**src/rtl/vram_cpu_write_buffer.sv**
```systemverilog
// CPU-side front end for the VRAM sequencer, entirely on pixClk.
// Synchronises 68030 strobes, posts writes through a FIFO and orders reads behind them.
module vram_cpu_write_buffer #(
    parameter int unsigned DEPTH       = 4,
    parameter int unsigned SYNC_STAGES = 2
) (
    input  logic                   pixClk,
    input  logic                   reset,
    input  logic                   nCpuCE,
    input  logic                   nCpuDS,
    input  logic                   cpuRnW,
    input  logic [15:0]            cpuAddr,
    input  logic [7:0]             cpuDataIn,
    output logic [7:0]             cpuDataOut,
    output logic                   cpuDataOe,
    output logic                   nCpuDSACKOut,
    output logic                   wrReq,
    output logic [15:0]            wrAddr,
    output logic [7:0]             wrData,
    input  logic                   wrGrant,
    output logic                   rdReq,
    output logic [15:0]            rdAddr,
    input  logic                   rdGrant,
    input  logic [7:0]             rdData,
    output logic [$clog2(DEPTH):0] fifoCount
);
    localparam int unsigned ADDR_W = 16;
    localparam int unsigned DATA_W = 8;
    localparam int unsigned PTR_W  = $clog2(DEPTH);
    localparam int unsigned CNT_W  = PTR_W + 1;

    typedef enum logic [2:0] {
        IDLE   = 3'd0,
        FULL   = 3'd1,
        RDWAIT = 3'd2,
        RDREQ  = 3'd3,
        ACK    = 3'd4
    } state_t;

    state_t state;
    state_t state_next;

    logic [SYNC_STAGES-1:0] ce_sync;
    logic [SYNC_STAGES-1:0] ds_sync;
    logic                   ce_s;
    logic                   ds_s;
    logic                   strobe;

    logic [ADDR_W-1:0] addr_mem [DEPTH];
    logic [DATA_W-1:0] data_mem [DEPTH];
    logic [PTR_W-1:0]  wr_ptr;
    logic [PTR_W-1:0]  rd_ptr;
    logic [CNT_W-1:0]  count;
    logic              full;
    logic              pop;

    logic              push;
    logic              push_from_hold;
    logic              latch_write;
    logic              latch_read;
    logic              load_rd_data;
    logic [ADDR_W-1:0] push_addr;
    logic [DATA_W-1:0] push_data;
    logic [ADDR_W-1:0] hold_addr;
    logic [DATA_W-1:0] hold_data;
    logic              is_read;

    // Strobe synchronisers; idle level is high so reset looks like a negated bus.
    always_ff @(posedge pixClk or posedge reset) begin
        if (reset) begin
            ce_sync <= '1;
            ds_sync <= '1;
        end else begin
            ce_sync <= {ce_sync[SYNC_STAGES-2:0], nCpuCE};
            ds_sync <= {ds_sync[SYNC_STAGES-2:0], nCpuDS};
        end
    end

    assign ce_s   = ce_sync[SYNC_STAGES-1];
    assign ds_s   = ds_sync[SYNC_STAGES-1];
    assign strobe = !ce_s && !ds_s;

    assign full  = (count == CNT_W'(DEPTH));
    assign pop   = wrGrant && (count != '0);
    assign wrReq = (count != '0);

    assign wrAddr    = addr_mem[rd_ptr];
    assign wrData    = data_mem[rd_ptr];
    assign fifoCount = count;

    assign push_addr = push_from_hold ? hold_addr : cpuAddr;
    assign push_data = push_from_hold ? hold_data : cpuDataIn;

    // State register.
    always_ff @(posedge pixClk or posedge reset) begin
        if (reset) begin
            state <= IDLE;
        end else begin
            state <= state_next;
        end
    end

    // Next-state and FIFO/datapath strobes.
    always_comb begin
        state_next     = state;
        push           = 1'b0;
        push_from_hold = 1'b0;
        latch_write    = 1'b0;
        latch_read     = 1'b0;
        load_rd_data   = 1'b0;
        case (state)
            IDLE: begin
                if (strobe) begin
                    if (cpuRnW) begin
                        latch_read = 1'b1;
                        state_next = RDWAIT;
                    end else if (!full) begin
                        push       = 1'b1;
                        state_next = ACK;
                    end else begin
                        latch_write = 1'b1;
                        state_next  = FULL;
                    end
                end
            end
            FULL: begin
                if (!strobe) begin
                    state_next = IDLE;
                end else if (!full || pop) begin
                    push           = 1'b1;
                    push_from_hold = 1'b1;
                    state_next     = ACK;
                end
            end
            RDWAIT: begin
                if (!strobe) begin
                    state_next = IDLE;
                end else if ((count == '0) && !wrGrant) begin
                    state_next = RDREQ;
                end
            end
            RDREQ: begin
                // The sequencer is committed once asked, so strobe loss is ignored here.
                if (rdGrant) begin
                    load_rd_data = 1'b1;
                    state_next   = ACK;
                end
            end
            ACK: begin
                if (ds_s) begin
                    state_next = IDLE;
                end
            end
            default: state_next = IDLE;
        endcase
    end

    // FIFO pointers and occupancy.
    always_ff @(posedge pixClk or posedge reset) begin
        if (reset) begin
            wr_ptr <= '0;
            rd_ptr <= '0;
            count  <= '0;
        end else begin
            if (push) begin
                wr_ptr <= wr_ptr + PTR_W'(1);
            end
            if (pop) begin
                rd_ptr <= rd_ptr + PTR_W'(1);
            end
            case ({push, pop})
                2'b10:   count <= count + CNT_W'(1);
                2'b01:   count <= count - CNT_W'(1);
                default: count <= count;
            endcase
        end
    end

    // FIFO storage; a full push can only happen alongside a pop, so overwriting the head is safe.
    always_ff @(posedge pixClk) begin
        if (push) begin
            addr_mem[wr_ptr] <= push_addr;
            data_mem[wr_ptr] <= push_data;
        end
    end

    // Cycle capture, read request and read data return.
    always_ff @(posedge pixClk or posedge reset) begin
        if (reset) begin
            is_read    <= 1'b0;
            hold_addr  <= '0;
            hold_data  <= '0;
            rdAddr     <= '0;
            rdReq      <= 1'b0;
            cpuDataOut <= '0;
        end else begin
            if (state == IDLE && strobe) begin
                is_read <= cpuRnW;
            end
            if (latch_write) begin
                hold_addr <= cpuAddr;
                hold_data <= cpuDataIn;
            end
            if (latch_read) begin
                rdAddr <= cpuAddr;
            end
            rdReq <= (state_next == RDREQ);
            if (load_rd_data) begin
                cpuDataOut <= rdData;
            end
        end
    end

    // Raw strobes let DSACK and the data driver drop the moment the CPU negates.
    assign nCpuDSACKOut = !(state == ACK && !nCpuCE && !nCpuDS);
    assign cpuDataOe    = (state == ACK) && is_read && !nCpuCE && !nCpuDS;

endmodule

```
**config.mk**
```make
export PLATFORM = sky130hd
export DESIGN_NAME = vram_cpu_write_buffer
export DESIGN_NICKNAME = d
export VERILOG_FILES = /design/src/rtl/vram_cpu_write_buffer.sv
export SDC_FILE = /design/constraint.sdc
export NUM_CORES = 1
export LEC_CHECK = 0
export ABC_AREA = 1
export ABC_CLOCK_PERIOD_IN_PS = 6550
export BUFFER_PORTS_ARGS = -buffer_cell sky130_fd_sc_hd__buf_2
export CAP_MARGIN = 20
export CORE_UTILIZATION = 60
export DETAILED_ROUTE_END_ITERATION = 16
export HOLD_SLACK_MARGIN = 0.08
export PLACE_DENSITY = 0.91
export SKIP_LAST_GASP = 1
export SLEW_MARGIN = 20
export SYNTH_ARGS = -nofsm -noshare
export SYNTH_HDL_FRONTEND = slang
export SYNTH_SLANG_ARGS = --single-unit
```
**constraint.sdc**
```tcl
create_clock -name pixClk -period 6.55 [get_ports pixClk]
set_input_delay 1.31 -clock pixClk [delete_from_list [all_inputs] [get_ports pixClk]]
set_output_delay 1.31 -clock pixClk [all_outputs]
set_load 0.05 [all_outputs]
```
==> results.ini <==
[status]
outcome = finished, final reports clean

[place]
hpwl_mm = 8.54
gp_congestion = 0.792
place_ws_ns = 2.80
io_buffers = 93

[worst_setup_path]
path_class = flip-flop to primary output
path_delay_family = buffers and inverters
path_max_fanout = 26
start_kind = flip-flop
cp_slowest_cell = dfrtp_1
path_cells = inv_1 > o21ai_0 > o22ai_1 > buf_2
cpPeakStageDelay_ns = 0.71
cp-end-kind = primary output
required_ns = 5.24
arrival_ns = 2.77
crit_buf_inv = 2

[synthesis]
ys_types = 28
synth_area_mm2 = 0.00655
syn-num-nets = 641
yosysSeqAreaShare_pct = 68.5
synth_warnings = 0
ys_ff_latch = 160
synth_top_area_share_pct = 44.0
synth_top_cell_by_area = edfxtp_1
synth.area.top_cells = edfxtp_1, dfrtp_1, o21ai_0, nand2_1, nor2_1
synth_cells = 596
synth.avg_cell_area_um2 = 11.0

[layout]
drive_above_1_share_pct = 22.0
regArea_mm2 = 0.00449
finalNetCount = 733
fill_cells = 628
diodes = 0
multiInputGateArea_mm2 = 0.00168
areaGrowthSynthToFinish_pct = 17.9

[clock_network]
clockBufferDepth = 2
h-tree-depth = 4
cts_buffers = 17
clock-sinks = 160
post_cts_buffers = 0
cts_tree = done
root_buffer = clkbuf_8
post_cts_resize_count = 0
cts_hold_buf = 0
clkLatencyLatePin_ns = 0.54
clk_transition_reported_paths_ns = 0.07

[timing]
fmax_ghz = 0.245
drv_slew = 0
hold_violations = 0
worstMarginPinSlew_ns = 0.869
relSlewSlack_pct = 42.0
min_period_ns = 4.08
post-route-period-util_pct = 62.3
skew_ns = 0.0147
rsz0062_at_grt = no
finalSetupViolCount = 0
setup-tns-final_ns = 0
fin_ws_ns = 2.47

[detailed_routing]
post-route-drc-count = 0
viasPerCell = 5.88
num_vias = 4924
dr.pass1.iters = 7
drt_wl_total_mm = 15.7
routedWlPerCell_um = 18.8
postRouteAntennaNets = 0
drtIter0Drc = 490

[floorplan]
core_mm2 = 0.0105
die_area_mm2 = 0.0113
fp-row-count = 37
die_w_um = 107
start_util_pct = 62.6
die_y_um = 107
pin_count = 94

[pwr]
ir_worst_vdd_mv = 0.277
p_total_uw = 3750
p_leak_uw = 0.00337
power_density_mw_per_mm2 = 486

[global_route]
grt-ovfl-total = 0
grt_antenna_before_repair = 0
grt_pass1_wl_mm = 24.4
grt_max_degree = 65
grt_pass1_vias = 4913
grt_usage_pct = 29.1

[min_path]
min_path_type = flip-flop to flip-flop

[flow_run]
cap_viol_max_count = 0

==> per-stage QoR <==
step | hold slack [ns] | cell area, µm² | util, % | cells
3_5_place_dp | 0.348 | 7090 | 67.8 | 804
5_1_grt | 0.364 | 7730 | 73.9 | 837
4_1_cts | 0.358 | 7700 | 73.6 | 836
3_3_place_gp | 0.346 | 7090 | 67.8 | 804
2_1_floorplan | 0.345 | 6550 | - | 596
6_report | 0.357 | 7730 | 73.9 | 837
==> placed cells by master (no fill, tap or decap), types with 3 or more instances in the layout <==
cell / instances
o21ai_0: 88
buf_4: 7
o21ai_1: 19
nor2_1: 59
clkbuf_16: 16
inv_1: 59
inv_2: 3
nor2_4: 3
dfrtp_1: 60
nand2_2: 5
edfxtp_1: 96
nand2_1: 106
o22ai_1: 24
nor2_2: 6
clkinvlp_4: 4
ha_1: 5
dfstp_2: 4
nand3_1: 19
bufinv_16: 4
buf_2: 93
==> power breakdown <==
group	switching (µW)	internal (µW)
logic	1060	314
clock network	400	618
registers	122	1230
total	1590	2170
==> sequential cells by signal, summed over array words and instances, names as in the netlist <==
register / flops
ds_sync: 2
ce_sync: 2
rd_ptr: 2
state: 3
data_mem: 32
rdReq: 1
hold_data: 8
wr_ptr: 2
addr_mem: 64
fifoCount: 3
hold_addr: 16
is_read: 1
rdAddr: 16
cpuDataOut: 8
==> cell usage after synthesis, drive strengths merged <==
cell	count
fa	1
xnor2	1
or2	1
nand2	111
a21oi	2
nand4	2
xor2	2
dfstp	4
inv	62
nor2	69
nand3	19
clkbuf	13
buf	15
or3	1
o22ai	24
o21ai	108
edfxtp	96
dfrtp	60
ha	5
==> layer usage <==
layer	track usage, %	vias to the layer above	wire, µm
met5	0	-	0
met4	14.0	0	477
met3	7.91	52	1530
met2	47.9	320	7900
met1	35.9	2356	5820
li1	-	2196	-
==> worst paths after layout <==
kind	from	endpoint	slack, ns	cells after the start
worst min register to register	ce_sync[0]	ce_sync[1]	0.36	0
worst max register to register	fifoCount[0]	fifoCount[2]	3.79	11
worst max-delay path	rd_ptr[1]	wrData[0]	2.47	4
worst min-delay path	ce_sync[0]	ce_sync[1]	0.36	0
max in group asynchronous	reset	hold_addr[1]	5.00	3
min in group asynchronous	reset	hold_addr[3]	0.99	3
==> cell type report <==
cell class	instances	share of cell area, %
clock buffers	18	5.41
clock inverters	14	2.44
multi-input cells	346	21.8
repair buffers	101	7.06
well taps	136	2.20
inverters	62	3.01
flip-flops and latches	160	58.1
==> kinds of logic (layout without fill, tap and decap cells) <==
group / Yosys count / after routing / synth area share, %
fa+ha+maj: 6 / 6 / 1.26
flops: 160 / 160 / 68.5
buf+inv: 90 / 195 / 5.96
xor+xnor: 3 / 3 / 0.401
compound gates: 134 / 134 / 10.9
simple gates: 203 / 203 / 13.0
Note: power is estimated with default switching activity, not from simulation.
